<file path="src/rtl/rr_arb_mux_pkg.sv">
// Shared types, parameter limits and the circular priority search for rr_arb_mux.
package rr_arb_mux_pkg;

  typedef enum logic {StArb, StLock} arb_state_e;

  localparam int unsigned NMin   = 2;
  localparam int unsigned NMax   = 64;
  localparam int unsigned WMin   = 1;
  localparam int unsigned NIdxW  = $clog2(NMax);

  // First set bit of req[n-1:0], scanning ptr, ptr+1, ..., n-1, 0, ..., ptr-1.
  function automatic int unsigned rr_first_set(input logic [NMax-1:0] req,
                                               input int unsigned n,
                                               input int unsigned ptr);
    int unsigned idx;
    logic        found;
    rr_first_set = 0;
    found        = 1'b0;
    idx          = 0;
    for (int unsigned i = 0; i < NMax; i++) begin
      if (i < n) begin
        idx = ptr + i;
        if (idx >= n) idx = idx - n;
        if (!found && req[idx[NIdxW-1:0]]) begin
          found        = 1'b1;
          rr_first_set = idx;
        end
      end
    end
  endfunction

endpackage

</file>
<file path="src/rtl/rr_arb_grant.sv">
// Combinational round-robin grant: circular search from ptr, or a forced index when locked.
module rr_arb_grant
  import rr_arb_mux_pkg::*;
#(
  parameter int unsigned N = 8,
  localparam int unsigned SW = $clog2(N)
) (
  input  logic [N-1:0]  req,
  input  logic [SW-1:0] ptr,
  input  logic          force_en,
  input  logic [SW-1:0] force_idx,
  output logic [N-1:0]  grant,
  output logic [SW-1:0] grant_idx,
  output logic          any
);

  logic [NMax-1:0] w_req_ext;
  int unsigned     w_idx;

  always_comb begin
    w_req_ext         = '0;
    w_req_ext[N-1:0]  = req;
    w_idx             = rr_first_set(w_req_ext, N, 32'(ptr));
    any               = |req;
    if (force_en) begin
      w_idx = 32'(force_idx);
      any   = req[force_idx];
    end
    grant_idx = SW'(w_idx);
    grant     = '0;
    if (any) grant[grant_idx] = 1'b1;
  end

endmodule

</file>
<file path="src/rtl/rr_arb_mux.sv">
// N-channel round-robin arbitrating mux with a single registered output stage.
// Optional packet lock (in_last/out_last) is enabled by defining RR_ARB_MUX_LOCK_EN.
module rr_arb_mux
  import rr_arb_mux_pkg::*;
#(
  parameter int unsigned N = 8,
  parameter int unsigned W = 1,
  localparam int unsigned SW = $clog2(N)
) (
  input  logic            clk,
  input  logic            rst_n,
  input  logic [N*W-1:0]  in_data,
  input  logic [N-1:0]    in_valid,
  output logic [N-1:0]    in_ready,
`ifdef RR_ARB_MUX_LOCK_EN
  input  logic [N-1:0]    in_last,
  output logic            out_last,
`endif
  output logic [W-1:0]    out_data,
  output logic [SW-1:0]   out_sel,
  output logic            out_valid,
  input  logic            out_ready
);

  if (N < NMin || N > NMax || W < WMin) begin : g_param_err
    $error("rr_arb_mux: N or W out of range");
  end

  logic [N-1:0]  w_grant;
  logic [SW-1:0] w_grant_idx;
  logic          w_any;
  logic          w_load_ok;
  logic          w_accept;
  logic          w_adv;
  logic          w_force_en;
  logic [SW-1:0] w_force_idx;
  logic [SW-1:0] w_ptr_next;
  logic [SW-1:0] r_ptr;
  logic [W-1:0]  r_out_data;
  logic [SW-1:0] r_out_sel;
  logic          r_out_valid;

  rr_arb_grant #(
    .N (N)
  ) u_grant (
    .req       (in_valid),
    .ptr       (r_ptr),
    .force_en  (w_force_en),
    .force_idx (w_force_idx),
    .grant     (w_grant),
    .grant_idx (w_grant_idx),
    .any       (w_any)
  );

  assign w_load_ok  = !r_out_valid || out_ready;
  assign w_accept   = w_any && w_load_ok;
  // rst_n gates ready so no source sees a handshake while reset is held.
  assign in_ready   = w_grant & {N{w_load_ok & rst_n}};
  assign w_ptr_next = (w_grant_idx == SW'(N - 1)) ? '0 : w_grant_idx + SW'(1);

`ifdef RR_ARB_MUX_LOCK_EN
  arb_state_e    r_state, w_state_d;
  logic [SW-1:0] r_lock_idx, w_lock_idx_d;
  logic          w_last;
  logic          r_out_last;

  assign w_last      = in_last[w_grant_idx];
  assign w_force_en  = (r_state == StLock);
  assign w_force_idx = r_lock_idx;
  assign w_adv       = w_accept && w_last;
  assign out_last    = r_out_last;

  always_comb begin
    w_state_d    = r_state;
    w_lock_idx_d = r_lock_idx;
    if (w_accept) begin
      if (w_last) begin
        w_state_d = StArb;
      end else begin
        w_state_d    = StLock;
        w_lock_idx_d = w_grant_idx;
      end
    end
  end

  always_ff @(posedge clk or negedge rst_n) begin
    if (!rst_n) begin
      r_state    <= StArb;
      r_lock_idx <= '0;
      r_out_last <= 1'b0;
    end else begin
      r_state    <= w_state_d;
      r_lock_idx <= w_lock_idx_d;
      if (w_accept) r_out_last <= w_last;
    end
  end
`else
  assign w_force_en  = 1'b0;
  assign w_force_idx = '0;
  assign w_adv       = w_accept;
`endif

  always_ff @(posedge clk or negedge rst_n) begin
    if (!rst_n) begin
      r_out_valid <= 1'b0;
      r_out_data  <= '0;
      r_out_sel   <= '0;
      r_ptr       <= '0;
    end else begin
      if (w_accept) begin
        r_out_valid <= 1'b1;
        r_out_data  <= in_data[w_grant_idx*W +: W];
        r_out_sel   <= w_grant_idx;
      end else if (out_ready) begin
        r_out_valid <= 1'b0;
      end
      if (w_adv) r_ptr <= w_ptr_next;
    end
  end

  assign out_data  = r_out_data;
  assign out_sel   = r_out_sel;
  assign out_valid = r_out_valid;

endmodule

</file>
<file path="config.mk">
export PLATFORM = sky130hd
export DESIGN_NAME = rr_arb_mux
export DESIGN_NICKNAME = d
export VERILOG_FILES = /design/src/rtl/rr_arb_mux_pkg.sv /design/src/rtl/rr_arb_grant.sv /design/src/rtl/rr_arb_mux.sv
export SDC_FILE = /design/constraint.sdc
export NUM_CORES = 1
export LEC_CHECK = 0
export CORE_ASPECT_RATIO = 0.5
export CORE_MARGIN = 4
export CORE_UTILIZATION = 54
export CTS_CLUSTER_DIAMETER = 150
export CTS_CLUSTER_SIZE = 24
export DETAILED_ROUTE_END_ITERATION = 12
export PLACE_DENSITY_LB_ADDON = 0.12
export RECOVER_POWER = 100
export SLEW_MARGIN = 15
export SYNTH_ARGS = -nofsm -noshare
export SYNTH_HDL_FRONTEND = slang
export SYNTH_HIERARCHICAL = 1
export SYNTH_SLANG_ARGS = --single-unit
</file>
<file path="constraint.sdc">
create_clock -name clk -period 4.9 [get_ports clk]
set_input_delay 0.735 -clock clk [delete_from_list [all_inputs] [get_ports clk]]
set_output_delay 0.735 -clock clk [all_outputs]
set_load 0.01 [all_outputs]
</file>
# Word-level counts from Yosys, hierarchy flattened
# Index checks and enable logic that the tools add are counted.
[classes]
add_sub_neg = 16
mul = 0
div = 0
order_cmp = 18
eq_ne = 1
shifts = 1
mux = 45
bitwise_logic = 2
n_reduce_logical = 20
[op_table]
columns = ["cell", "n"]
rows = [
  ["32-bit by 4-bit greater-or-equal comparator with 1-bit output, second input constant", 7],
  ["6-bit by 7-bit less-than comparator with 1-bit output, second input constant", 8],
  ["1-bit binary-select mux with 6-bit select", 8],
  ["6-bit 2-to-1 mux", 8],
  ["4-bit by 4-bit subtractor with 5-bit output, second input constant", 7],
  ["3-bit 2-to-1 mux", 9],
  ["1-bit 2-to-1 mux", 18],
  ["3-bit by 3-bit adder with 4-bit output, second input constant", 4],
  ["1-bit logical AND", 9],
  ["3-bit by 2-bit adder with 4-bit output, second input constant", 2],
  ["8-bit bitwise AND", 1],
  ["1-bit zero test", 8],
  ["8-bit 2-to-1 mux", 1],
  ["8-bit OR reduction", 1],
  ["8-bit by 4-bit variable part select with 1-bit output", 1],
  ["3-bit by 4-bit subtractor with 5-bit output, second input constant", 1],
  ["3-bit by 1-bit adder with 4-bit output, second input constant", 1],
  ["3-bit by 4-bit greater-or-equal comparator with 1-bit output, second input constant", 1],
  ["3-bit by 4-bit less-than comparator with 1-bit output, second input constant", 1],
  ["3-bit by 1-bit adder with 3-bit output, second input constant", 1],
  ["1-bit demux with 3-bit select", 1],
  ["3-bit equality test, second input constant", 1],
  ["3-bit by 1-bit greater-or-equal comparator with 1-bit output, second input constant", 1],
  ["2-bit nonzero test", 1],
  ["2 further kinds", 2],
]
[totals]
ff_bits = 8
latch_bits = 0
ramBits = 0
mem_bits_ro = 0
in_bits = 19
output_inout_bits = 13
wordCells = 107
mem_count = 0

# Logic depth before layout (Yosys ltp)
[logic_depth]
ltp_word = 32
depth_mapped = 16
mapped_depth_nobuf = 14

# Modules after synthesis
# Netlist, hierarchy kept.
[modules_own_cells]
columns = ["module", "instances", "cells_per_inst", "area_each_um2", "seq_area_each_um2"]
rows = [
  ["rr_arb_grant", 1, 155, 1372.6, 0.0],
  ["rr_arb_mux", 1, 38, 461.7, 200.2],
]

# Worst setup path after synthesis
# No wires, ideal clock.
[synth_timing]
path_type = "register -> output"
start = "register r_ptr[1]"
end = "output in_ready[5]"
arrival_ps = 3444
t_required_ps = 4165
setup_slack_ps = 721
path_stages_with_launch = 13
path_buffers = 2
cell_sequence = "dfrtp_1 buf_6 buf_2 inv_1 ha_1 mux4_1 mux2i_4 a2bb2oi_2 o211a_1 o311a_1 or3b_4 a211oi_1 and3_1"
[synth_via]
elab_chain_cells = 32
elab_cells_between_ends = 83
cone_classes = "add/sub: 15; order compare: 10; mux: 42; bitwise: 1; reduce/logical: 15"
[synth_lines]
columns = ["element", "line", "text"]
rows = [
  ["start, declared", "rr_arb_mux.sv:38", "logic [SW-1:0] r_ptr;"],
  ["start signal, assigned", "rr_arb_mux.sv:117", "if (w_adv) r_ptr <= w_ptr_next;"],
  ["branches (longest 25 deep; another with 32-bit by 4-bit greater-or-equal comparator with 1-bit output)", "--", ""],
  ["3-bit 2-to-1 mux *", "rr_arb_mux_pkg.sv:24", "if (!found && req[idx[NIdxW-1:0]]) begin"],
  ["3-bit by 4-bit less-than comparator with 1-bit output (implied by the code) / 3-bit by 1-bit greater-or-equal comparator with 1-bit output (equally long branches)", "rr_arb_grant.sv:31", "if (any) grant[grant_idx] = 1'b1;"],
  ["1-bit logical AND (implied by the code)", "rr_arb_grant.sv:31", ""],
  ["1-bit 2-to-1 mux (implied by the code)", "rr_arb_grant.sv:31", ""],
  ["1-bit demux with 3-bit select *", "--", ""],
  ["8-bit 2-to-1 mux *", "rr_arb_grant.sv:31", ""],
  ["named net w_grant[5]", "rr_arb_mux.sv:29", "logic [N-1:0] w_grant;"],
  ["8-bit bitwise AND *", "rr_arb_mux.sv:58", "assign in_ready = w_grant & {N{w_load_ok & rst_n}};"],
  ["end, declared", "rr_arb_mux.sv:14", "output logic [N-1:0] in_ready,"],
]
# Mark *: on every way through the listed nets, which the timed path passes. The select of a mux whose other input is x is not followed.

# Final worst setup path
[layout_timing]
start = "input in_valid[1]"
end = "output in_ready[5]"
[layout_via]
elab_chain_cells = 30
elab_cells_between_ends = 53
cone_classes = "order compare: 2; mux: 34; bitwise: 1; reduce/logical: 16"
[layout_lines]
columns = ["element", "line", "text"]
rows = [
  ["start, declared", "rr_arb_mux.sv:13", "input logic [N-1:0] in_valid,"],
  ["1-bit binary-select mux with 6-bit select", "rr_arb_mux_pkg.sv:24", ""],
  ["1-bit 2-to-1 mux (implied by the code)", "rr_arb_mux_pkg.sv:24", ""],
  ["1-bit 2-to-1 mux", "rr_arb_mux_pkg.sv:24", ""],
  ["1-bit zero test", "rr_arb_mux_pkg.sv:24", ""],
  ["1-bit logical AND", "rr_arb_mux_pkg.sv:24", ""],
  ["1-bit 2-to-1 mux", "rr_arb_mux_pkg.sv:24", ""],
  ["1-bit zero test", "rr_arb_mux_pkg.sv:24", ""],
  ["1-bit logical AND", "rr_arb_mux_pkg.sv:24", ""],
  ["(+15 left out)", "--", ""],
  ["3-bit 2-to-1 mux", "rr_arb_mux_pkg.sv:24", ""],
  ["3-bit by 4-bit less-than comparator with 1-bit output (implied by the code) / 3-bit by 1-bit greater-or-equal comparator with 1-bit output (equally long branches)", "rr_arb_grant.sv:31", ""],
  ["1-bit logical AND (implied by the code)", "rr_arb_grant.sv:31", ""],
  ["1-bit 2-to-1 mux (implied by the code)", "rr_arb_grant.sv:31", ""],
  ["1-bit demux with 3-bit select", "--", ""],
  ["8-bit 2-to-1 mux *", "rr_arb_grant.sv:31", ""],
  ["named net w_grant[5]", "rr_arb_mux.sv:29", ""],
  ["8-bit bitwise AND *", "rr_arb_mux.sv:58", ""],
]
# The timed path passes the listed nets; every way through them passes the cells marked *. The select of a mux whose other input is x is not followed.

==> summary.md <==
| Metric | Value |
|---|---|
| Register area share after synthesis | roughly 11% |
| Initial antenna violation count | 0 |
| Vias | around 1900 |
| First-pass GRT wire length | 9230 um |
| First-pass DRT Iterations | 4 |
| Max Root-Sink Buffers | 2 |
| Most frequent cells in the layout | 17 x clkdlybuf4s50_1, 16 x nor2_1, 16 x buf_4 |
| Area of the core | approximately 0.0031 mm^2 |
| Final Hold Violating Endpoints | 0 |
| Synth Area in Compound Gates | between 10% and 20% |
| Hold path start | out_sel[2] |
| Period minus WS final | 4780 ps |
| Post-Synth XOR/XNOR Area | between 1 and 1.5% |
| Largest net degree at the start of global routing | 23 |
| R2R Setup Slk | approximately 1200 ps |
| Clock transition at path regs | around 40 ps |
| Final net count | 271 |
| CTS root buffer | clkbuf_8 |
| CTS tree | done |
| Critical path data arrival time | 4050 ps |
| H-tree Lvls | 1 |
| Synth Area in Simple Gates | 17.3% |
| Share of async-settable or async-resettable flops after synthesis | between 90% and 100% |
| Fillers | around 230 |
| Outcome | completed |
| Final period util | between 90% and 100% |
| Mapped cell area | 0.00183 mm^2 |
| Max cap viols | 0 |
| GP Congestion | ~0.99 |
| Synth warn | 6 |
| Fmax | between 200 and 250 MHz |
| Clock Latency Late Sink | between 200 and 250 ps |
| Layout cells sized above 1 | roughly 28% |
| Die Y | between 40 and 50 um |
| CP startpoint kind | input port |
| Area growth from synthesis to layout | 29.3% |
| Predominant post-synthesis flop cell | dfrtp_1 |
| Critical path class | in2out |
| Mux share of post-synthesis cell area | between 30% and 40% |
| Number of global-route vias before repair | between 1500 and 2000 |
| Synth Area in Adders | 5.46% |
| Via density | ~6.6 |
| Clock sink count | 8 |
| Initial drt markers | between 200 and 250 |
| Endpoints failing setup | 0 |
| I/O pin cnt | 32 |
| Final wirelength | between 5000 and 6000 um |
| Post-route core utilization | between 70% and 80% |
| Worst rel slew slack | between 60% and 70% |
| Leading cell type in the layout, fill and taps excluded | clkdlybuf4s50_1 |
| WL/cell | approximately 20 um |
| WP data required | 4160 ps |
| Residual DRC | 0 |
| Row cnt | 14 |
| Largest family of logic cells by synthesized area | multiplexers |
| Synth Area per Inst | between 9 and 10 um^2 |
| Num CTS Buffers | 3 |
| Worst setup EP type | output port |
| Synth Instances | ~190 |
| Starting density of the core | 58.8% |
| Worst Skew | slightly above 5 ps |
| Post-DP HPWL | just over 4000 um |
| Final Max Slew Viols | 0 |
| Measured slew at the worst slew-check pin | between 500 and 600 ps |
| Antenna Cells | 0 |
| GR Overflow Total | 0 |
| Beginning of the critical path | in_valid[1] |
| Die area | about 0.0044 mm^2 |
| Die X | approximately 90 um |
| RR Startpoint | r_ptr[1] |
| IO buf count | 31 |
| Number of synthesized flops with an enable pin | 0 |
| Flops & latches, synth | 8 |
| Worst Hold Class | reg2reg |
| Post-detailed-route count of antenna-violating nets | 0 |
| Worst Path Max Fanout | 11 |
| Gr usage total | around a quarter |
| Netlist cell types | 58 |
| TNS Setup | 0 ps |
final timing paths:
| check | endpoint | depth (start not counted) |
|---|---|---|
| min in group asynchronous | r_ptr[2] | 1 |
| max | in_ready[5] | 9 |
| max in group asynchronous | r_ptr[1] | 1 |
| min | out_sel[2] | 1 |
| min reg2reg | out_sel[2] | 1 |
| max reg2reg | r_ptr[2] | 14 |
state kept, by name (all words and copies together), names as in the netlist:
register,count
out_valid,1
out_data,1
out_sel,3
r_ptr,3
layout make-up:
cell class,count,area [um^2],share of cell area (%)
multi-input combinational,172,1580,66.8
timing repair buffer,50,463,19.5
sequential,8,200,8.44
tap,40,50.0,2.11
clock buffer,3,41.3,1.74
inverter,9,33.8,1.42
cells by family after synthesis:
kind of cell | Yosys count
buffers and inverters | 22
AOI/OAI and AO/OA | 47
and+or+nand+nor | 61
adders and majority gates | 8
DFF | 8
xor gates and xnor gates | 2
muxes | 44
other | 1
timing repair:
action / CTS / global route
gates resized for setup: 10 / 17
endpoints found under the setup margin: 8 / 8
hold buffers: 0 / 0
setup buffers: 0 / 2
pin swaps: 1 / 2
cells in the mapped netlist (2+ instances only):
library cell	n	area [um^2]
nor2_1	16	60.1
dfrtp_1	8	200
mux2_2	14	158
a31oi_1	3	18.8
o211ai_1	3	22.5
a221o_1	3	30.0
a211oi_1	8	60.1
and3_1	9	56.3
nor3_1	3	15.0
o31ai_1	2	15.0
mux2i_1	12	120
nand2b_1	4	25.0
inv_1	7	26.3
and2b_1	2	15.0
buf_2	6	30.0
buf_6	5	56.3
a21oi_1	4	20.0
nand2_1	11	41.3
o22ai_1	2	12.5
nor4_1	4	25.0
mux4_2	11	248
a21o_1	2	15.0
or2_2	2	12.5
o21ai_0	5	25.0
ha_1	8	100
mux4_1	5	131
nand2_2	2	12.5
nand3_1	2	10.0
worst max-delay path, cell delays in order:
cell and delay (ps):
dlygate4sd2_1 370, mux4_2 560, mux2_2 370, o211a_1 260
o311a_1 330, or3b_4 430, a211oi_1 250, and3_1 190
clkdlybuf4s50_1 570
routing by layer:
layer  vias up  global-route usage [%]  wire length (um)
met4         0                    6.35                68
met3        12                    6.16               522
met2       106                    41.0              2490
met5         -                       0                 0
li1        853                       -                 -
met1       886                    35.1              2430
metrics by stage:
stage / std cells / hold WS [ps] / area [um^2] / setup slack (ps)
after CTS: 280 / 502 / 2280 / 3.51
after floorplan: 202 / 439 / 1870 / 721
after global placement: 277 / 498 / 2260 / -77.7
final: 282 / 497 / 2370 / 118
after global routing: 282 / 531 / 2370 / -25.4
after detailed placement: 277 / 495 / 2260 / -98.4
Power is not shown: default switching activity piles up to over one toggle a cycle in this logic, so the estimate is an artifact.
